--- config.mk ---
export PLATFORM = sky130hd
export DESIGN_NAME = rs_msg_framer
export DESIGN_NICKNAME = d
export VERILOG_FILES = /design/src/rtl/rs_framer_pkg.sv /design/src/rtl/rs_msg_framer_chk.sv /design/src/rtl/rs_msg_framer.sv
export SDC_FILE = /design/constraint.sdc
export NUM_CORES = 1
export LEC_CHECK = 0
export ABC_AREA = 1
export CAP_MARGIN = 20
export CORE_MARGIN = 5
export CORE_UTILIZATION = 40
export CTS_BUF_LIST = sky130_fd_sc_hd__clkbuf_8
export CTS_CLUSTER_DIAMETER = 120
export DETAILED_ROUTE_END_ITERATION = 10
export SYNTH_ARGS = -nofsm -noshare
export SYNTH_HDL_FRONTEND = slang
export SYNTH_SLANG_ARGS = --single-unit
--- constraint.sdc ---
create_clock -name clk -period 2.2 [get_ports clk]
set_clock_uncertainty 0.2 [all_clocks]
set_input_delay 0.44 -clock clk [delete_from_list [all_inputs] [get_ports clk]]
set_output_delay 0.44 -clock clk [all_outputs]
set_load 0.1 [all_outputs]
--- src/rtl/rs_framer_pkg.sv ---
// Shared types and helpers for the RS message framer.
// Holds the framer state encoding and the symbol-counter width helper.
package rs_framer_pkg;

  typedef enum logic [1:0] {
    ST_IDLE = 2'd0,
    ST_MSG  = 2'd1,
    ST_PAD  = 2'd2
  } state_e;

  // Counter width for indices 0..n-1; never narrower than one bit.
  function automatic int sym_cnt_w(input int n);
    return (n <= 2) ? 1 : $clog2(n);
  endfunction

endpackage

--- src/rtl/rs_msg_framer_chk.sv ---
// Protocol properties for the framer's FIFO read port and output handshake.
// Purely observational; has no outputs and drives nothing.
module rs_msg_framer_chk #(
  parameter int width_p = 8
) (
  input logic               clk,
  input logic               rst_n,
  input logic               fifo_rd_req,
  input logic               fifo_empty,
  input logic               out_val,
  input logic               out_rdy,
  input logic [width_p-1:0] out_data,
  input logic               out_sop,
  input logic               out_eop
);

  // A pop must never be requested from an empty FIFO.
  a_no_pop_empty : assert property (@(posedge clk) disable iff (!rst_n)
    !(fifo_rd_req && fifo_empty));

  // A stalled beat keeps its payload and markers until it is accepted.
  a_hold_stalled : assert property (@(posedge clk) disable iff (!rst_n)
    (out_val && !out_rdy) |=> (out_val && $stable(out_data) && $stable(out_sop) && $stable(out_eop)));

endmodule

--- src/rtl/rs_msg_framer.sv ---
// Frames FIFO symbols into fixed-length messages for the RS encoder, with
// zero-padding flush, sop/eop markers and a completed-message counter.
module rs_msg_framer
  import rs_framer_pkg::*;
#(
  parameter int width_p   = 8,
  parameter int msg_len_p = 223,
  parameter int cnt_w_p   = 16
) (
  input  logic               clk,
  input  logic               rst_n,
  output logic               fifo_rd_req,
  input  logic [width_p-1:0] fifo_rd_data,
  input  logic               fifo_empty,
  input  logic               flush,
  output logic               out_val,
  output logic [width_p-1:0] out_data,
  output logic               out_sop,
  output logic               out_eop,
  input  logic               out_rdy,
  output logic [cnt_w_p-1:0] msg_count,
  output logic               busy
);

  localparam int              SC_W     = sym_cnt_w(msg_len_p);
  localparam logic [SC_W-1:0] LAST_IDX = SC_W'(msg_len_p - 1);

  state_e              r_state;
  state_e              w_state_nxt;
  logic [SC_W-1:0]     r_sym_cnt;
  logic [SC_W-1:0]     w_sym_cnt_nxt;
  logic                r_flush_pend;
  logic                w_flush_pend_nxt;

  logic                r_out_val;
  logic [width_p-1:0]  r_out_data;
  logic                r_out_sop;
  logic                r_out_eop;
  logic [cnt_w_p-1:0]  r_msg_count;
  logic                r_busy;

  logic                w_load;
  logic                w_pop;
  logic                w_pad_load;
  logic                w_emit;
  logic                w_first;
  logic                w_last;
  logic                w_flush_eff;
  logic                w_out_val_nxt;

  // rst_n gates the pop so the FIFO sees no request while the framer is held in reset.
  assign w_load        = !r_out_val || out_rdy;
  assign w_pop         = rst_n && w_load && !fifo_empty && (r_state != ST_PAD);
  assign w_pad_load    = w_load && (r_state == ST_PAD);
  assign w_emit        = w_pop || w_pad_load;
  assign w_first       = (r_sym_cnt == '0);
  assign w_last        = (r_sym_cnt == LAST_IDX);
  assign w_flush_eff   = flush || r_flush_pend;
  assign w_out_val_nxt = w_load ? w_emit : r_out_val;

  // Next-state, symbol index and pending-flush logic.
  always_comb begin
    w_state_nxt      = r_state;
    w_flush_pend_nxt = r_flush_pend;
    if (w_emit) begin
      w_sym_cnt_nxt = w_last ? '0 : r_sym_cnt + SC_W'(1);
    end else begin
      w_sym_cnt_nxt = r_sym_cnt;
    end
    case (r_state)
      ST_IDLE: begin
        if (w_pop) begin
          w_state_nxt = ST_MSG;
        end else begin
          w_state_nxt = ST_IDLE;
        end
      end
      ST_MSG: begin
        if (w_pop && w_last) begin
          w_state_nxt      = ST_IDLE;
          w_flush_pend_nxt = 1'b0;
        end else if (w_load && w_flush_eff) begin
          // Any pop in this cycle has already been taken; the rest is zero fill.
          w_state_nxt      = ST_PAD;
          w_flush_pend_nxt = 1'b1;
        end else if (flush) begin
          w_flush_pend_nxt = 1'b1;
        end else begin
          w_flush_pend_nxt = r_flush_pend;
        end
      end
      ST_PAD: begin
        if (w_pad_load && w_last) begin
          w_state_nxt      = ST_IDLE;
          w_flush_pend_nxt = 1'b0;
        end else begin
          w_state_nxt = ST_PAD;
        end
      end
      default: begin
        w_state_nxt      = ST_IDLE;
        w_sym_cnt_nxt    = '0;
        w_flush_pend_nxt = 1'b0;
      end
    endcase
  end

  // Framer state registers.
  always_ff @(posedge clk or negedge rst_n) begin
    if (!rst_n) begin
      r_state      <= ST_IDLE;
      r_sym_cnt    <= '0;
      r_flush_pend <= 1'b0;
    end else begin
      r_state      <= w_state_nxt;
      r_sym_cnt    <= w_sym_cnt_nxt;
      r_flush_pend <= w_flush_pend_nxt;
    end
  end

  // Output beat register, message counter and busy flag.
  always_ff @(posedge clk or negedge rst_n) begin
    if (!rst_n) begin
      r_out_val   <= 1'b0;
      r_out_data  <= '0;
      r_out_sop   <= 1'b0;
      r_out_eop   <= 1'b0;
      r_msg_count <= '0;
      r_busy      <= 1'b0;
    end else begin
      r_out_val <= w_out_val_nxt;
      if (w_emit) begin
        r_out_data <= w_pop ? fifo_rd_data : '0;
        r_out_sop  <= w_first;
        r_out_eop  <= w_last;
      end
      if (r_out_val && out_rdy && r_out_eop) begin
        r_msg_count <= r_msg_count + cnt_w_p'(1);
      end
      r_busy <= (w_state_nxt != ST_IDLE) || w_out_val_nxt;
    end
  end

  assign fifo_rd_req = w_pop;
  assign out_val     = r_out_val;
  assign out_data    = r_out_data;
  assign out_sop     = r_out_sop;
  assign out_eop     = r_out_eop;
  assign msg_count   = r_msg_count;
  assign busy        = r_busy;

  rs_msg_framer_chk #(
    .width_p (width_p)
  ) u_chk (
    .clk         (clk),
    .rst_n       (rst_n),
    .fifo_rd_req (fifo_rd_req),
    .fifo_empty  (fifo_empty),
    .out_val     (out_val),
    .out_rdy     (out_rdy),
    .out_data    (out_data),
    .out_sop     (out_sop),
    .out_eop     (out_eop)
  );

endmodule

## Yosys cells after proc, flatten, opt, wreduce, memory -nomap -nowiden

Cells that the tools add are included.

| cells by class | value |
|---|---|
| add/subtract/negate cells | 2 |
| reductions and logical operators | 20 |
| muxes and demuxes | 15 |
| eq/ne operators | 7 |
| bitwise operators | 1 |

Operators by type and width:

| kind | number |
|---|---|
| $mux 8 | 4 |
| $add 16x1->16 const B | 1 |
| $logic_and 1x1->1 | 9 |
| $add 8x1->8 const B | 1 |
| $eq 8x8->1 const B | 1 |
| $logic_not 8->1 | 1 |
| $mux 1 | 6 |
| $mux 2 | 3 |
| $pmux 2 s3 | 1 |
| $logic_or 1x1->1 | 4 |
| $ne 2x1->1 const B | 2 |
| $ne 4x4->1 const B | 1 |
| $pmux 1 s3 | 1 |
| $reduce_and 3->1 | 1 |
| $reduce_or 3->1 | 1 |
| $eq 2x1->1 const B | 1 |
| $eq 2x2->1 const B | 1 |
| $logic_not 1->1 | 2 |
| $logic_not 2->1 | 1 |
| $ne 2x2->1 const B | 1 |
| $reduce_bool 2->1 | 1 |
| $not 1->1 | 1 |

| storage, ports and cells | value |
|---|---|
| input port bits | 13 |
| output and inout bits | 29 |
| word-level logic and storage cells | 54 |
| register bits after elaboration | 39 |

## Logic depth before layout (Yosys ltp)

| depth | value |
|---|---|
| depth after elaboration | 10 |
| depth in mapped cells | 11 |
| gate-level depth less buffers | 11 |

## Least setup slack after synthesis

OpenSTA, ideal clock, no wires.

| path | value |
|---|---|
| kind | register to output |
| start | register r_out_val, in the netlist out_val |
| end | output fifo_rd_req |
| required time | 1,560 ps |
| setup slack | -7 ps |
| arrival time | 1,567 ps |
| cell stages (with the launch flop) | 5 |
| path buffers | 1 |
| cells stage by stage | dfrtp_1 nand2_2 nand3_1 inv_2 buf_6 |

| on the way | value |
|---|---|
| longest elaborated chain between the ends | 5 |

RTL lines:

| item | line | source |
|---|---|---|
| start: declaration | rs_msg_framer.sv:35 | `logic r_out_val;` |
| start signal: assignment | rs_msg_framer.sv:131 | `r_out_val <= w_out_val_nxt;` |
| $logic_not 1->1 | rs_msg_framer.sv:52 | `assign w_load = !r_out_val \|\| out_rdy;` |
| $logic_or 1x1->1 | rs_msg_framer.sv:52 |  |
| $logic_and 1x1->1 (3 in a row) | rs_msg_framer.sv:53 | `assign w_pop = rst_n && w_load && !fifo_empty && (r_state != ST_PAD);` |
| end: declaration | rs_msg_framer.sv:12 | `output logic fifo_rd_req,` |

No other way between the ends.

## Final worst setup path

| path | value |
|---|---|
| start | input fifo_empty |
| end | output fifo_rd_req |

| on the way | value |
|---|---|
| longest elaborated chain between the ends | 3 |

RTL lines:

| item | line | source |
|---|---|---|
| start: declaration | rs_msg_framer.sv:14 | `input logic fifo_empty,` |
| $logic_not 1->1 | rs_msg_framer.sv:53 |  |
| $logic_and 1x1->1 (2 in a row) | rs_msg_framer.sv:53 |  |

No other way between the ends.

==> results.txt <==
status: finished clean
routed length per instance: 12.2 µm
Congestion Overflow GR: 0
Initial Utilization: 40.7%
unrepaired setup endpoints after global routing: false
Crit. Startpoint: fifo_empty
cts hold-fix bufs: 0
P_leak: 1.40 nW
post-DR vias/cell: 4.64
PD cells: 1070 nW/µm²
Vias: 1,648
final setup violation count: 0
top cells by area, synth: dfrtp_1 (47%), nand2_1 (9.3%), inv_1 (4.4%)
kind of end point of the critical path: output port
Min Clock Period, post-route: 2.10 ns
Max Cap Viol: 0
total negative slack: 0 ns
CTS HTree Levels: 2
max layer used: met4
Critical R2R Launch: r_sym_cnt[0]$_DFFE_PN0P_
Worst Setup Path Type: in2out
Synth top area share: 47.3%
largest area contributor in the netlist: dfrtp_1
die area: 6700 µm²
worst slew margin relative to its limit: 67.0%
Syn Nets: 248
PortBufs: 41
fillers: 474
critical-path maximum fanout: 3
HPWL Detailed: 3420 µm
# nets final: 301
Cell Rows: 26
Setup crit start kind: input port
Clk pin slew, worst setup/hold paths: 0.08 ns
core box area: 5070 µm²
Req. time, crit path: 1.56 ns
clk_lat worst skew: 0.29 ns
final hold slack: 0.0263 ns
first-pass GRT wire length: 7710 µm
CTS Buf Count: 5
Int Pwr: 1.57 mW
combinational share of power: 48.7%
dpl cell area: 2730 µm²
max-slew violations: 0
First DRT Iteration DRCs: 54
GRT Resource Usage Total: 15.0%
CTS max path bufs: 2
mapped cell area: 2060 µm²
critical path arrival: 1.46 ns
Netlist cell types: 32
number of global-route vias before repair: 1,653
Chip Width: 81.8 µm
Die Y: 81.8 µm
clock root cell: clkbuf_8
highest clock rate: 477 MHz
final worst path period share: 95.4%
Finished Cell Area: 2840 µm²
Syn-to-layout area delta: 37.6%
Final GP Congestion: 0.835
mean post-synth cell area: 8.94 µm²
Least-Margin Pin Slew: 0.495 ns
Sink Count: 39
Peak VDD IR: 0.740 mV
final WL: 4350 µm
# DRC: 0
clock share of power: 17.8%
number of synthesis warnings: 0
layout cells sized above 1: 27.4%
final hold vios: 0
CTS tree: built
largest net degree at the start of global routing: 40
worst hold path class: in2async
sequential power share: 33.5%
Net Sw Frac: 48.3%
Synth Register Bits: 39
utilization after layout: 56.0%
ant diodes: 0
post-route ant nets: 0
Mapped Cells: 231
net switching power: 1.47 mW
initial antenna violation count: 0
Met1 Routed Length: 1900 µm
TritonRoute pass-1 iters: 4
met2 WL: 2180 µm
WL met3: 216 µm
sequential fraction of the synthesis area: 47.3%
boundary pin count: 42
Yosys cell counts, drive strengths merged:
library cell,number
xor2,8
nor3,5
nand3,17
ha,4
o22ai,1
a21oi,4
inv,28
buf,2
a22o,8
and3b,1
dfrtp,39
o31ai,1
nand3b,2
nand4,5
o21bai,1
nor2,31
xnor2,6
clkinv,1
nand2,63
o21ai,4
final timing paths:
check | endpoint | slack, ns | depth (start not counted)
max | fifo_rd_req | 0.10 | 5
min | msg_count[4]$_DFFE_PN0P_ | 0.03 | 2
max reg2reg | r_flush_pend$_DFFE_PN0P_ | 0.50 | 9
min reg2reg | r_flush_pend$_DFFE_PN0P_ | 0.29 | 2
max in group asynchronous | out_val$_DFF_PN0_ | 1.40 | 2
min in group clk | r_flush_pend$_DFFE_PN0P_ | 0.29 | 2
registers in the layout, indices dropped and copies added, names as in the netlist:
name / count
busy: 1
out_data: 8
r_state: 2
out_sop: 1
msg_count: 16
r_flush_pend: 1
out_eop: 1
r_sym_cnt: 8
out_val: 1
metal layers:
metal | vias up | GRT usage (%)
li1 | 840 | -
met1 | 770 | 20.2
met2 | 32 | 23.5
met3 | 6 | 4.28
met4 | 0 | 3.99
met5 | - | 0
cells in the final DEF (no fill, tap or decap), types with 5 or more instances in the layout:
cell type	synthesis	final
nor2_4	5	5
xor2_1	8	8
dfrtp_1	39	38
inv_1	24	24
buf_4	1	19
nand3_1	16	16
nand4_1	5	5
a22o_1	8	8
nor2_1	23	22
clkdlybuf4s50_1	0	10
nand2_1	51	51
buf_12	0	17
xnor2_1	5	5
nand2_2	10	10
clkbuf_8	0	7
power by group through the flow:
stage	sequential [mW]	combinational (mW)	clock [mW]
detailed placement	1.03	1.48	0
finish	1.02	1.48	0.541
CTS	1.02	1.49	0.566
global placement	1.03	1.48	0
global route	1.04	1.59	0.602
floorplan	1.64	0.500	0
cell type report:
class | count | area (µm²) | area share, %
flip-flops and latches | 39 | 977 | 34.4
multi-input cells | 161 | 962 | 33.9
repair buffers | 48 | 601 | 21.1
inverters | 29 | 110 | 3.87
clock buffers | 7 | 96.3 | 3.39
well taps | 70 | 87.6 | 3.08
clock inverters | 1 | 7.51 | 0.264
worst max-delay path: stages:
cell	delay [ns]
clkdlybuf4s50_1	0.43
nor2_2	0.19
nand3_1	0.11
inv_2	0.11
buf_12	0.18
metrics by stage:
| stage | cells | total power [mW] | worst slack, ns |
|---|---|---|---|
| floorplan | 231 | 2.14 | 0.0523 |
| global placement | 347 | 2.51 | 0.0417 |
| detailed placement | 347 | 2.52 | 0.0265 |
| CTS | 355 | 3.07 | 0.0190 |
| global route | 355 | 3.24 | 0.0494 |
| finish | 355 | 3.03 | 0.102 |
cells by family after synthesis:
group | Yosys count | synth area share, %
and+or+nand+nor | 124 | 30.8
adders and majority gates | 4 | 2.42
xor gates and xnor gates | 14 | 6.30
DFF | 39 | 47.3
AOI/OAI and AO/OA | 19 | 6.91
buffers and inverters | 31 | 6.24
repair_timing:
action / in CTS / in global routing
resized for setup: 0 / 2
setup endpoints to repair: 0 / 1
setup buffers: 0 / 0
No activity file was read; power rests on OpenSTA's default activity.
==> patch 1 (config.mk and constraints unchanged) <==
`width_p` is set to 8 in 2 places; all go to 6.
--- a/src/rtl/rs_msg_framer_chk.sv
+++ b/src/rtl/rs_msg_framer_chk.sv
@@ -3,3 +3,3 @@
 module rs_msg_framer_chk #(
-  parameter int width_p = 8
+  parameter int width_p = 6
 ) (
--- a/src/rtl/rs_msg_framer.sv
+++ b/src/rtl/rs_msg_framer.sv
@@ -5,3 +5,3 @@
 #(
-  parameter int width_p   = 8,
+  parameter int width_p   = 6,
   parameter int msg_len_p = 223,
Ports: changed (resized fifo_rd_data and out_data); port bits go from 42 to 38. The function was not compared with the original's and may differ.
==> patch 1 against the unedited design <==
  * Combinational power down 8%
  * Total power down 6.7%
  * Area after synthesis decreased by 7.6%
  * Worst setup slack worse by 0.017 ns
  * Cell area is 11% lower
  * Routed wire length shrank 6.5%
  * Worst hold slack gained 0.011 ns
  * Sequential cell count decreased by 2
  * Largest power group unchanged
  * Utilization shrank 2.0 points
  * Clock power down 12%
  * First-iteration DRC count is 1.9% higher
==> patch 1: results (changes against the unedited design) <==
{| class="wikitable"
! Metric !! Value
|-
| Router iterations before antenna repair || 4 (unchanged)
|-
| Port bufs || 37 (-9.8%)
|-
| Post-placement setup slack || 0.0801 ns (+0.0537 ns)
|-
| Number of inserted filler cells in the final layout || 436 (-8.0%)
|-
| LEAKAGE || 1.31 nW (-6.1%)
|-
| CTS H-Tree Depth || 2 (unchanged)
|-
| Most frequent cell after synthesis || sky130_fd_sc_hd__nand2_1
|-
| Overall track demand over capacity in global routing || 14.8% (-0.13 points)
|-
| Number of post-CTS setup repair buffers || 0 (unchanged)
|-
| Area fraction in compound gates after synthesis || 7.80% (+0.89 points)
|-
| Final weighted congestion of routability-driven global placement || 0.831 (-0.46%)
|-
| CTS Root Buffer Type || sky130_fd_sc_hd__clkbuf_8
|-
| Number of antenna violations at the first check in global routing || 0 (unchanged)
|-
| Via count of the first global-routing pass || 1,521 (-8.0%)
|-
| Clock transition at path regs || about 0.070 ns
|-
| Number of gates resized after CTS || 0 (unchanged)
|-
| Synth top area cells || sky130_fd_sc_hd__dfrtp_1, sky130_fd_sc_hd__nand2_1, sky130_fd_sc_hd__inv_1, sky130_fd_sc_hd__nand3_1, sky130_fd_sc_hd__nor2_1
|-
| CTS Buf Count || 5 (unchanged)
|-
| Number of nets in the synthesized netlist || 241 (-2.8%)
|-
| Maximum number of pins on one net before global-route repair || 38 (-5.0%)
|-
| DR WL/cell || 12.4 µm (+1.5%)
|-
| Total net switching power || 1.35 mW (-7.9%)
|-
| Actual slew at the worst max-slew pin || 0.464 ns (-0.0307 ns)
|-
| Synth Area in Adders || 2.62% (+0.20 points)
|-
| Net count, final || 288 (-4.3%)
|-
| Fraction of the yosys area taken by sequential cells || 48.5% (+1.3 points)
|-
| Count of cell types in the netlist || 30 (-6.3%)
|-
| Top fanout value on the critical path || 5 (+2)
|-
| Iter 0 DRT Violations || 55 (+1.9%)
|-
| Via/cell ratio || 4.64 (about the same)
|-
| Most numerous cell types in the synthesized netlist || sky130_fd_sc_hd__nand2_1, sky130_fd_sc_hd__dfrtp_1, sky130_fd_sc_hd__inv_1, sky130_fd_sc_hd__nor2_1, sky130_fd_sc_hd__nand3_1
|-
| Fraction of layout cells with a size suffix above 1 || 21.2% (-6.1 points)
|-
| Global-route wire length before repair || 7180 µm (-6.9%)
|-
| Result of the run || finished clean
|-
| Post-Synth XOR/XNOR Area || 5.51% (-0.79 points)
|-
| Clock buffer depth || 2 (unchanged)
|-
| Half-perimeter wire length after detailed placement || 3090 µm (-9.6%)
|-
| Peak ir drop on the vdd network || 0.000592 V (-20%)
|}
## patch 1: power by group through the flow
stage,clock (mW),sequential [mW],combinational [mW]
after global placement,0,1.00,1.37
after CTS,0.495,0.994,1.37
after detailed placement,0,1.00,1.37
final,0.476,0.996,1.36
after global routing,0.535,1.01,1.49
after floorplan,0,1.49,0.523
## patch 1: layout make-up
cell class	count	share of cell area, %
Clock buffer	6	3.26
Clock inverter	1	0.148
Inverter	39	5.88
Multi-Input combinational cell	148	32.3
Sequential cell	37	36.5
Tap cell	54	2.67
Timing Repair Buffer	42	19.2
## patch 1: metrics by stage
stage	instances	hold slack, ns	instance area, µm²	total power [mW]
3_5_place_dp	320	0.267	2450	2.38
5_1_grt	327	0.0770	2530	3.04
6_report	327	0.0372	2530	2.83
2_1_floorplan	226	-0.0556	1910	2.02
4_1_cts	327	0.0622	2530	2.86
3_3_place_gp	320	0.266	2450	2.37
## patch 1: cell families after synthesis
family,Yosys count
AOI/OAI and AO/OA,20
xor gates and xnor gates,12
adders and majority gates,4
buffers and inverters,41
DFF,37
and+or+nand+nor,112
## patch 1: layer usage
layer	routed length, µm	GRT usage, %	part of all wire [%]	vias to the layer above
met5	0	0	0	-
met2	1930	24.0	48	26
met1	1860	18.6	46	688
li1	-	-	-	797
met4	64	5.15	1.6	0
met3	210	4.88	5.2	6
## patch 1: worst max-delay path: stages
cell and delay (ns):
sky130_fd_sc_hd__clkdlybuf4s50_1 0.42, sky130_fd_sc_hd__nor2_2 0.19, sky130_fd_sc_hd__nand3_1 0.14, sky130_fd_sc_hd__inv_4 0.11, sky130_fd_sc_hd__buf_12 0.17
## patch 1: final timing paths
kind / start / slack, ns / end / depth (start not counted)
max: fifo_empty / 0.09 / fifo_rd_req / 5
max in group asynchronous: rst_n / 1.43 / out_data[5]$_DFFE_PN0P_ / 2
max reg2reg: r_sym_cnt[0]$_DFFE_PN0P_ / 0.46 / r_sym_cnt[6]$_DFFE_PN0P_ / 9
min: rst_n / 0.04 / msg_count[4]$_DFFE_PN0P_ / 2
min in group clk: r_flush_pend$_DFFE_PN0P_ / 0.28 / r_flush_pend$_DFFE_PN0P_ / 2
min reg2reg: r_flush_pend$_DFFE_PN0P_ / 0.28 / r_flush_pend$_DFFE_PN0P_ / 2
==> patch 2 (same flow settings) <==
Made on the original files. Reset style: synchronous (`rst_n`), changed in 2 clocked blocks.
--- a/src/rtl/rs_msg_framer.sv
+++ b/src/rtl/rs_msg_framer.sv
@@ -108,3 +108,3 @@
   // Framer state registers.
-  always_ff @(posedge clk or negedge rst_n) begin
+  always_ff @(posedge clk) begin
     if (!rst_n) begin
@@ -121,3 +121,3 @@
   // Output beat register, message counter and busy flag.
-  always_ff @(posedge clk or negedge rst_n) begin
+  always_ff @(posedge clk) begin
     if (!rst_n) begin
Function: differs if rst_n is asserted again (counterexample within 4 cycles, from zero or initial values and one cycle with rst_n low); with rst_n held inactive, the same outputs for 10 cycles.
==> patch 2 against the unedited design <==
  * Global-route usage grew 0.18 points
  * Via count increased by 16%
  * Cell area down 5.0%
  * Sequential cell count did not move
  * Area after synthesis decreased by 5.3%
  * Synthesized cell count is 27% higher
  * Utilization grew 1.2 points
  * Routed wire length increased by 4.1%
  * Count of clock-buffer cells in the layout decreased by 1
  * Worst setup slack lost 0.027 ns
Power is not compared: it rests on default switching activity, and its combinational part moved more than twofold at a synthesized area within 25%.
==> patch 2: results (changes against the unedited design) <==
{| class="wikitable"
! Metric !! Value
|-
| Global-route wire length before repair || 7700 µm (about the same)
|-
| Start point of the critical path || out_rdy
|-
| Net count, final || 360 (+20%)
|-
| Arrival time at the worst endpoint || 1.48 ns (+0.02 ns)
|-
| Met3 Usage GRT || 4.29% (+0.013 points)
|-
| Via count of the first global-routing pass || 1,764 (+6.7%)
|-
| Peak ir drop on the vdd network || ~0.00028 V
|-
| Maximum number of pins on one net before global-route repair || 22 (-45%)
|-
| CP peak stage delay || 0.49 ns (+0.06 ns)
|-
| Global routing usage on met1 || 19.2% (-0.97 points)
|-
| Main flop type after synthesis || sky130_fd_sc_hd__dfxtp_1
|-
| Fraction of the yosys area taken by sequential cells || 39.9% (-7.3 points)
|-
| Top fanout value on the critical path || 4 (+1)
|-
| Fraction of layout cells with a size suffix above 1 || 18.6% (-8.8 points)
|-
| Overall track demand over capacity in global routing || 15.1% (+0.18 points)
|-
| Final weighted congestion of routability-driven global placement || 0.823 (-1.4%)
|-
| Result of the run || finished clean
|-
| Number of nets in the synthesized netlist || 310 (+25%)
|-
| R2r endpoint || busy$_SDFF_PN0_
|-
| Via/cell ratio || 4.64 (-0.10%)
|-
| Synth top area cells || sky130_fd_sc_hd__dfxtp_1, sky130_fd_sc_hd__nand2_1, sky130_fd_sc_hd__nor2_1, sky130_fd_sc_hd__inv_1, sky130_fd_sc_hd__a21oi_1
|-
| Actual slew at the worst max-slew pin || 0.329 ns (-0.166 ns)
|-
| Crit Reg-Reg Startpoint || r_sym_cnt[0]$_SDFFE_PN0P_
|-
| Fraction of registers with async set or reset after synthesis || 0% (-100 points)
|-
| DR WL/cell || 11.0 µm (-10%)
|-
| Type of the tightest min-delay check || flip-flop to flip-flop
|-
| Most numerous cell types in the synthesized netlist || sky130_fd_sc_hd__nand2_1, sky130_fd_sc_hd__nor2_1, sky130_fd_sc_hd__dfxtp_1, sky130_fd_sc_hd__inv_1, sky130_fd_sc_hd__a21oi_1
|}
patch 2: cell count changes in the layout (fill, tap and decap cells not counted), moves of 5 or more:
cell,change
sky130_fd_sc_hd__dfxtp_1,+36
sky130_fd_sc_hd__a21oi_1,+17
sky130_fd_sc_hd__o21ai_0,+8
sky130_fd_sc_hd__nand2_2,-5
sky130_fd_sc_hd__dfrtp_1,-38
sky130_fd_sc_hd__nand2_1,+41
sky130_fd_sc_hd__inv_1,+7
sky130_fd_sc_hd__a22o_1,-8
sky130_fd_sc_hd__xnor2_1,-5
sky130_fd_sc_hd__nor2_1,+18
patch 2: cell type report:
class | count | area, µm² | share of cell area [%]
clock buffer | 6 | 82.6 | 3.06
clock inverter | 2 | 38.8 | 1.44
inverter | 33 | 124 | 4.59
multi-input combinational | 215 | 1020 | 37.8
sequential | 39 | 785 | 29.1
tap | 67 | 83.8 | 3.10
timing repair buffer | 49 | 567 | 21.0
patch 2: stage by stage:
stage               hold WS [ns]  cell area [µm²]  setup slack [ns]  std cells  util, %
detailed placement         0.258             2570            0.0523        403     54.5
global placement           0.253             2570            0.0456        403     54.5
finish                     0.268             2700            0.0755        411     57.2
floorplan                  0.257             1960            0.0726        293        -
CTS                        0.272             2690            0.0500        411     57.0
global route               0.294             2700          0.000849        411     57.2
patch 2: logic make-up after synthesis:
group | count (synthesis) | share of synthesized area, %
AO/OA/AOI/OAI | 37 | 10.2
flip-flops | 39 | 39.9
AND/OR/NAND/NOR | 170 | 37.6
XOR/XNOR | 4 | 1.79
adder cells (fa/ha/maj) | 4 | 2.56
buffers and inverters | 39 | 7.87
patch 2: metal layers:
metal | vias up | routed length (µm)
met2 | 35 | 1990
li1 | 1026 | -
met1 | 840 | 2240
met5 | - | 0
met3 | 5 | 229
met4 | 0 | 57
